**src/rtl/jt12_interpol_pkg.sv**
```systemverilog
// Shared constants, FSM encoding and default coefficient ROM for the
// stereo 2x interpolating FIR.
package jt12_interpol_pkg;

    // 31-tap symmetric half-band, split into two 16-slot polyphase branches
    localparam int NUM_TAPS  = 31;
    localparam int NUM_SLOTS = 16;
    localparam int SLOT_W    = $clog2(NUM_SLOTS);

    typedef enum logic [1:0] {
        IDLE  = 2'd0,
        LEFT  = 2'd1,
        RIGHT = 2'd2
    } state_t;

    // Half-band low-pass. Odd taps are zero apart from the 1024 centre tap,
    // so phase 1 is a pure delay. Even taps mirror about the centre and sum
    // to 1024, so both phases have the same DC gain.
    function automatic logic signed [11:0] coeff_rom(input logic [4:0] tap);
        logic signed [11:0] c;
        if (tap >= 5'(NUM_TAPS)) begin
            c = '0;  // phantom tap 31 of the odd phase
        end else begin
            case (tap)
                5'd0,  5'd30: c =  12'sd2;
                5'd2,  5'd28: c = -12'sd6;
                5'd4,  5'd26: c =  12'sd14;
                5'd6,  5'd24: c = -12'sd28;
                5'd8,  5'd22: c =  12'sd51;
                5'd10, 5'd20: c = -12'sd90;
                5'd12, 5'd18: c =  12'sd167;
                5'd14, 5'd16: c =  12'sd402;
                5'd15:        c =  12'sd1024;
                default:      c = '0;
            endcase
        end
        return c;
    endfunction

endpackage

```
**src/rtl/jt12_interpol_mac.sv**
```systemverilog
// Serial multiply-accumulate: picks h[2*slot+phase], multiplies by the
// selected history sample and accumulates.
module jt12_interpol_mac
    import jt12_interpol_pkg::*;
#(
    parameter int data_width  = 16,
    parameter int coeff_width = 12,
    parameter int acc_width   = data_width + coeff_width + 4
) (
    input  logic                        clk,
    input  logic                        rst,
    input  logic                        clr,
    input  logic                        en,
    input  logic                        phase,
    input  logic [SLOT_W-1:0]           slot,
    input  logic signed [data_width-1:0] x,
    output logic signed [acc_width-1:0] acc,
    output logic signed [acc_width-1:0] sum
);

    localparam int PROD_W = data_width + coeff_width;

    logic [4:0]                    tap;
    logic signed [coeff_width-1:0] coeff;
    logic signed [PROD_W-1:0]      prod;

    // Coefficient select and full-precision product; sum is the value the
    // accumulator takes this cycle, exposed so the last term can be captured
    // without an extra cycle.
    always_comb begin
        tap   = {slot, phase};
        coeff = coeff_width'(coeff_rom(tap));
        prod  = PROD_W'(x) * PROD_W'(coeff);
        sum   = acc + acc_width'(prod);
    end

    // Accumulator: clear wins over enable
    always_ff @(posedge clk) begin
        if (rst || clr)
            acc <= '0;
        else if (en)
            acc <= sum;
    end

endmodule

```
**src/rtl/jt12_interpol.sv**
```systemverilog
// Stereo 2x interpolating FIR. Each input sample produces a phase-0 output
// straight away and a phase-1 output half an input period later; the half
// period comes from measuring the spacing of the input strobe.
module jt12_interpol
    import jt12_interpol_pkg::*;
#(
    parameter int data_width  = 16,
    parameter int coeff_width = 12,
    parameter int cnt_width   = 16,
    parameter int acc_width   = data_width + coeff_width + 4
) (
    input  logic                         clk,
    input  logic                         rst,
    input  logic                         sample,
    input  logic signed [data_width-1:0] left_in,
    input  logic signed [data_width-1:0] right_in,
    output logic signed [acc_width-1:0]  left_out,
    output logic signed [acc_width-1:0]  right_out,
    output logic                         sample_out,
    output logic                         overrun
);

    logic                         last_sample, update;
    logic signed [data_width-1:0] hold_l, hold_r;
    logic signed [data_width-1:0] hist_l [NUM_SLOTS];
    logic signed [data_width-1:0] hist_r [NUM_SLOTS];

    logic [cnt_width-1:0] period_cnt, prev_period;
    logic                 period_valid, cnt_sat, trigger;

    state_t                      state, state_nx;
    logic                        phase, phase_nx;
    logic [SLOT_W-1:0]           slot, slot_nx;
    logic signed [acc_width-1:0] left_nx, right_nx;
    logic                        sample_nx, overrun_nx;
    logic                        acc_clr, acc_en;
    logic signed [data_width-1:0] mac_x;
    logic signed [acc_width-1:0] mac_acc, mac_sum;

    // Rising-edge detect on the strobe; data is captured on the edge so it
    // only has to be valid there.
    always_ff @(posedge clk) begin
        if (rst) begin
            last_sample <= 1'b0;
            update      <= 1'b0;
            hold_l      <= '0;
            hold_r      <= '0;
        end else begin
            last_sample <= sample;
            update      <= sample & ~last_sample;
            if (sample && !last_sample) begin
                hold_l <= left_in;
                hold_r <= right_in;
            end
        end
    end

    // Per-channel history, newest sample in slot 0
    always_ff @(posedge clk) begin
        if (rst) begin
            hist_l <= '{default: '0};
            hist_r <= '{default: '0};
        end else if (update) begin
            hist_l[0] <= hold_l;
            hist_r[0] <= hold_r;
            for (int k = 1; k < NUM_SLOTS; k++) begin
                hist_l[k] <= hist_l[k-1];
                hist_r[k] <= hist_r[k-1];
            end
        end
    end

    assign cnt_sat = &period_cnt;
    // The counter is monotonic within a period, so the match fires at most once
    assign trigger = period_valid && (period_cnt == (prev_period >> 1));

    // Input-period measurement. The counter starts saturated so the first
    // input after reset is treated like one after a long gap: no phase 1.
    always_ff @(posedge clk) begin
        if (rst) begin
            period_cnt   <= '1;
            prev_period  <= '0;
            period_valid <= 1'b0;
        end else if (update) begin
            period_cnt <= '0;
            if (!cnt_sat) begin
                prev_period  <= period_cnt;
                period_valid <= 1'b1;
            end else begin
                period_valid <= 1'b0;
            end
        end else if (!cnt_sat) begin
            period_cnt <= period_cnt + 1'b1;
        end
    end

    // FSM next state and outputs. A new input always restarts phase 0;
    // a phase-1 request that cannot start is lost and flagged.
    always_comb begin
        state_nx   = state;
        phase_nx   = phase;
        slot_nx    = slot;
        left_nx    = left_out;
        right_nx   = right_out;
        sample_nx  = 1'b0;
        overrun_nx = 1'b0;
        acc_clr    = 1'b0;
        acc_en     = 1'b0;
        mac_x      = (state == RIGHT) ? hist_r[slot] : hist_l[slot];
        if (update) begin
            overrun_nx = (state != IDLE) || trigger;
            state_nx   = LEFT;
            phase_nx   = 1'b0;
            slot_nx    = '0;
            acc_clr    = 1'b1;
        end else if (trigger && state == IDLE) begin
            state_nx = LEFT;
            phase_nx = 1'b1;
            slot_nx  = '0;
            acc_clr  = 1'b1;
        end else begin
            overrun_nx = trigger;
            case (state)
                LEFT: begin
                    acc_en  = 1'b1;
                    slot_nx = slot + 1'b1;
                    if (slot == SLOT_W'(NUM_SLOTS - 1)) begin
                        left_nx  = mac_sum;
                        acc_clr  = 1'b1;
                        slot_nx  = '0;
                        state_nx = RIGHT;
                    end
                end
                RIGHT: begin
                    acc_en  = 1'b1;
                    slot_nx = slot + 1'b1;
                    if (slot == SLOT_W'(NUM_SLOTS - 1)) begin
                        right_nx  = mac_sum;
                        sample_nx = 1'b1;
                        acc_clr   = 1'b1;
                        slot_nx   = '0;
                        state_nx  = IDLE;
                    end
                end
                default: ;
            endcase
        end
    end

    // FSM state and output registers
    always_ff @(posedge clk) begin
        if (rst) begin
            state      <= IDLE;
            phase      <= 1'b0;
            slot       <= '0;
            left_out   <= '0;
            right_out  <= '0;
            sample_out <= 1'b0;
            overrun    <= 1'b0;
        end else begin
            state      <= state_nx;
            phase      <= phase_nx;
            slot       <= slot_nx;
            left_out   <= left_nx;
            right_out  <= right_nx;
            sample_out <= sample_nx;
            overrun    <= overrun_nx;
        end
    end

    jt12_interpol_mac #(
        .data_width (data_width),
        .coeff_width(coeff_width),
        .acc_width  (acc_width)
    ) u_mac (
        .clk  (clk),
        .rst  (rst),
        .clr  (acc_clr),
        .en   (acc_en),
        .phase(phase),
        .slot (slot),
        .x    (mac_x),
        .acc  (mac_acc),
        .sum  (mac_sum)
    );

endmodule
```
**config.mk**
```make
export PLATFORM = sky130hd
export DESIGN_NAME = jt12_interpol
export DESIGN_NICKNAME = d
export VERILOG_FILES = /design/src/rtl/jt12_interpol_pkg.sv /design/src/rtl/jt12_interpol_mac.sv /design/src/rtl/jt12_interpol.sv
export SDC_FILE = /design/constraint.sdc
export NUM_CORES = 2
export LEC_CHECK = 0
export BUFFER_PORTS_ARGS = -buffer_cell sky130_fd_sc_hd__buf_4
export CORE_AREA = 2 2 253 255
export CTS_CLUSTER_DIAMETER = 80
export DETAILED_ROUTE_END_ITERATION = 16
export DIE_AREA = 0 0 255 257
export HOLD_SLACK_MARGIN = 0.12
export PLACE_DENSITY = 0.77
export SLEW_MARGIN = 20
export SYNTH_ARGS = -nofsm -noshare
export SYNTH_HDL_FRONTEND = slang
export SYNTH_HIERARCHICAL = 1
export SYNTH_SLANG_ARGS = --single-unit
```
**constraint.sdc**
```tcl
create_clock -name clk -period 19.3 [get_ports clk]
set_input_delay 1.93 -clock clk [delete_from_list [all_inputs] [get_ports clk]]
set_output_delay 1.93 -clock clk [all_outputs]
set_load 0.02 [all_outputs]
```
# Yosys cells after proc, flatten, opt, wreduce, memory -nomap -nowiden
# Memories as Yosys holds them, arrays and structs flattened.
# Cells that the tools add are included.
# word_totals
regBits,684
wordCells,117
memories,1
output_inout_bits,66
romBits,384
in_bits,35
# memory_table
memory,depth,word_bits,read_ports,rd_ports_with_merged_regs,wr,line_no,rtl
(name not given),32,12,1,0,0,jt12_interpol_pkg.sv:24,case (tap)
# classes
muxes,26
mul,1
n_bitwise,7
n_eq_ne,9
add_sub_neg,3
n_lt_le_gt_ge,2
reduce_logical,20
# op_table
cell,count
$bmux 16 s4,2
$mux 16,7
$add 32x28->32,1
$mul 16x12->28,1
$add 16x1->16 const B,1
$eq 16x15->1,1
$reduce_and 16->1,1
$mux 1,12
$mux 12,1
$ge 5x5->1 const B,2
$reduce_and 4->1,2
$reduce_and 3->1,2
$not 1->1,5
$not 4->5,1
$add 4x1->4 const B,1
$eq 4x4->1 const B,1
$mux 2,2
$mux 4,1
$ne 2x2->1 const B,2
$ne 4x2->1 const B,1
$ne 4x4->1 const B,1
$pmux 2 s2,1
$reduce_bool 2->1,2
$reduce_bool 4->1,1
12 further kinds,16

# Longest topological paths before layout
# logic_depth
word_depth,7
ltp_mapped,29
ltp_nobuf,26

# By module
# The synthesis kept the hierarchy.
# modules_own_cells
module,instances,cells_each,area_each_um2
jt12_interpol,1,2483,27537.7
jt12_interpol_mac,1,1056,9825.7

# Least setup slack after synthesis
# No wires, ideal clock.
# synth_path
path_kind,register -> register
from,register slot[1]
to,register left_out[29]
required_time_ps,19228
stages_incl_launch_ff,26
path_buffers,5
period_less_slack_ps,7811
arrival_ps,7739
path_slack_ps,11489
cell_sequence,dfxtp_1 clkbuf_1 buf_2 clkbuf_1 mux4_2 mux4_2 mux2_2 clkbuf_1 nand2_1 inv_1 fa_1 fa_1 fa_1 fa_1 fa_1 ha_1 ha_1 buf_2 a211o_1 a31o_2 nor4_1 nor2_1 a31oi_1 xnor2_1 nand2b_1 mux2i_1
# synth_between
elab_chain_len,7
elab_cells_between_ends,15
# synth_rtl
element,line_no,rtl
from (decl),jt12_interpol.sv:33,"logic [SLOT_W-1:0] slot, slot_nx;"
from (signal assigned),jt12_interpol.sv:163,slot <= slot_nx;
$not 4->5 (not written as such) *,jt12_interpol.sv:109,mac_x = (state == RIGHT) ? hist_r[slot] : hist_l[slot];
$bmux 16 s4,jt12_interpol.sv:109,
$mux 16 (not written as such) (2 in a row),jt12_interpol.sv:109,
$mux 16 *,jt12_interpol.sv:109,
via mac_x[15],jt12_interpol.sv:37,logic signed [data_width-1:0] mac_x;
$mul 16x12->28 *,jt12_interpol_mac.sv:33,prod = PROD_W'(x) * PROD_W'(coeff);
$add 32x28->32 *,jt12_interpol_mac.sv:34,sum = acc + acc_width'(prod);
via mac_sum[29],jt12_interpol.sv:38,"logic signed [acc_width-1:0] mac_acc, mac_sum;"
to (signal assigned),jt12_interpol.sv:164,left_out <= left_nx;
to (decl),jt12_interpol.sv:17,"output logic signed [acc_width-1:0] left_out,"
# Mark *: on every way through the listed nets, which the timed path passes. The rest lies on a longest branch. The select of a mux whose other input is x is not followed.
# A chain may end at the register's enable or synchronous reset.

# Worst setup path in the final report
# layout_path
from,register slot[0]
to,register right_out[31]
# layout_between
elab_chain_len,7
elab_cells_between_ends,15
# layout_rtl
element,line_no,rtl
$not 4->5 (not written as such) *,jt12_interpol.sv:109,
$bmux 16 s4,jt12_interpol.sv:109,
$mux 16 (not written as such) (2 in a row),jt12_interpol.sv:109,
$mux 16 *,jt12_interpol.sv:109,
via mac_x[8],jt12_interpol.sv:37,
$mul 16x12->28 *,jt12_interpol_mac.sv:33,
$add 32x28->32 *,jt12_interpol_mac.sv:34,
via mac_sum[31],jt12_interpol.sv:38,
to (signal assigned),jt12_interpol.sv:165,right_out <= right_nx;
to (decl),jt12_interpol.sv:18,"output logic signed [acc_width-1:0] right_out,"
# Marked as above.

==> results.ini <==
[run_status]
status = completed

[power]
ir_worst_vdd_uv = 62.6
p_int_mw = 2.38
p_per_area_mw_per_mm2 = 78.5
p_comb_share_pct = 12.1
p_leak_nw = 16.7
switching_share_pct = 25.5
seqPwrFrac_pct = 45.6
clkPwrFrac_pct = 42.3
total_power_mw = 3.20
power_switching_mw = 0.817

[floorplanning]
io_pins = 101
rows = 92
core_mm2 = 0.0627
initial_core_util_pct = 59.6
die_w_um = 255
die_area_mm2 = 0.0655
die_height_um = 257

[place]
gp_congestion = 0.910
io_buffers = 100
dpl.cell_count = 4274
dp_hpwl_mm = 48.6

[synthesis]
postSynthCellCount = 3539
yosysSeqAreaShare_pct = 36.6
syn-num-nets = 3885
syn-mean-instance-area_um2 = 10.6
ys_seq_elements = 683
yosys.area.top_type_share_pct = 36.6
syn_area_mm2 = 0.0374
yosysTopAreaCell = dfxtp_1
synth.area.top_cells = dfxtp_1, mux2i_1, fa_1, mux4_2, nor2_1
synth-edff-count = 0
synth.distinct_cells = 66
async_reset_ff_share_pct = 0
synth_flop_cell = dfxtp_1
yosys_warnings = 6

[setup_path]
crit_fanout = 53
slowest_delay_ns = 0.94
crit_required_ns = 19.75
path_common_cell = fa_1
reg2reg_setup_slack_ns = 9.54
worstSetupPathType = flop to flop
critPathTopFamily = adder cells
cp.arrival_ns = 10.22
critPathLaunchType = flop
critPathBufInv = 6
end_kind = flop
slowest_stage = dfxtp_4

[clock_tree]
cts.sink_count = 683
clk_pin_slew_ns = 0.06
cts_tree = done
clkLatencyLatePin_ns = 0.61
post_cts_buffers = 0
hold_buffers = 0
h-tree-depth = 3
post_cts_resized = 0
root_buffer = clkbuf_16
cts_inserted_buffers = 70
cts_max_path_buffers = 3

[timing]
min_period_over_period_pct = 50.6
worst_slew_pin_slew_ns = 1.21
slew_headroom_pct = 19.2
tns_ns = 0
setup_viol = 0
rsz0062_at_grt = false
holdWs_ns = 0.456
min_period_ns = 9.76
fin_worst_skew_ns = 0.0226
fmax_mhz = 102
final-max-slew-violation-count = 0
hold_viol_final = 0

[detailed_routing]
firstDrtPassIters = 5
drc = 0
drt-initial-drc-count = 1517
drt-total-wl_mm = 73.3
wl_per_cell_um = 16.7
viasPerCell = 5.55
dr_total_vias = 24400
ant_nets = 0

[finish]
seqCellArea_mm2 = 0.0137
fill_cells = 4779
drive_gt1_share_pct = 12.3
multi_input_area_mm2 = 0.0219
diodes = 0
nets = 3846
fin_cells = 4395
syn_to_final_growth_pct = 9.17

[hold_path]
hold_class = flop to flop

[flow_run]
maxCapViolCount = 0

[global_route]
overflow = 0
grt_pass1_vias = 24300
antenna_found_initial = 0
grt_pass1_wl_mm = 123
grt_max_degree = 251
grt_use_total_pct = 22.8

[layout by cell type (no fill, tap or decap), types with 71 or more instances in the layout]
cell / n
mux2i_1: 620
buf_4: 124
nand2b_1: 103
clkbuf_16: 71
nand2_1: 207
fa_1: 223
and2_1: 72
ha_1: 88
a21oi_1: 76
nor2_1: 587
mux4_2: 160
dfxtp_1: 678
inv_1: 207
[worst min-delay path: stages, from the launching register on]
cell,delay [ns]
dfxtp_1,0.31
nand2_1,0.05
a21oi_1,0.05
[metrics by stage]
stage          area, um2  util [%]  worst slack [ns]
6_report           40800      65.0              9.54
5_1_grt            40800      65.0              8.76
4_1_cts            40800      65.0              9.33
3_5_place_dp       38500      61.4              9.35
3_3_place_gp       38500      61.4              9.50
2_1_floorplan      37400         -             11.49
[synthesized netlist by cell type (3+ instances only)]
master and instances:
a211oi_1 6, a21o_1 13, a31oi_1 5, clkbuf_1 154
nor4_1 5, a211o_1 4, nand4_1 10, buf_2 16
or2_2 3, xnor2_1 48, and3_1 9, o211a_1 3
nor3_1 8, o31ai_1 3, nor3b_1 4, nor2_1 587
mux2i_1 620, o21bai_1 15, and2_1 73, fa_1 223
o21ai_1 9, nand2_1 207, mux2_2 16, a21oi_1 77
buf_4 3, o21ai_0 16, nand3_1 15, o21a_1 3
inv_1 207, a221oi_1 3, buf_1 59, nor2b_1 10
nand2b_1 104, mux4_2 160, nand3b_1 8, xor2_1 14
ha_1 88, dfxtp_1 683, buf_6 9, o211ai_1 5
[kinds of logic (layout without fill, tap and decap cells)]
group | count (synthesis) | after routing | synth area share [%]
simple gates | 1052 | 1052 | 12.4
mux | 796 | 796 | 26.7
flops | 683 | 683 | 36.6
buf+inv | 449 | 459 | 4.78
fa+ha+maj | 312 | 312 | 14.9
compound gates | 185 | 185 | 3.15
xor+xnor | 62 | 62 | 1.45
[path summary, 6_finish.rpt]
path / startpoint / endpoint / cells after the start
setup / recovery: slot[0] / right_out[31] / 26
hold / removal: hold_l[13] / hold_l[13] / 2
setup reg to reg: slot[0] / right_out[31] / 26
hold reg to reg: hold_l[13] / hold_l[13] / 2
[flip-flops by register name, summed over array words and instances, names as in the netlist]
name,count
last_sample,1
period_valid,1
period_cnt,16
right_out,32
hist_l,256
left_out,32
u_mac/acc,32
state,2
hist_r,256
overrun,1
prev_period,15
slot,4
update,1
phase,1
hold_l,16
sample_out,1
hold_r,16
[area by class of cell]
type                       instances  area share [%]
sequential                       683            33.6
timing repair buffer             130            2.54
tap                              846            2.60
clock buffer                      98            4.87
multi-input combinational       2407            53.8
inverter                         208            1.91
clock inverter                    23           0.745
[layer usage]
| metal | global-route usage, % | vias to the layer above | wire [um] |
|---|---|---|---|
| met4 | 7.21 | 0 | 1870 |
| li1 | - | 11800 | - |
| met3 | 3.13 | 125 | 3320 |
| met2 | 37.4 | 462 | 34400 |
| met5 | 0 | - | 0 |
| met1 | 31.4 | 12000 | 33700 |
[power groups by stage]
stage | Clock, mW | Sequential, mW | Combinational, mW
floorplan | 0 | 1.47 | 0.323
global route | 1.44 | 1.46 | 0.428
global placement | 0 | 1.49 | 0.378
CTS | 1.38 | 1.46 | 0.388
detailed placement | 0 | 1.49 | 0.384
finish | 1.35 | 1.46 | 0.386
Power figures use the tool's default switching activity.
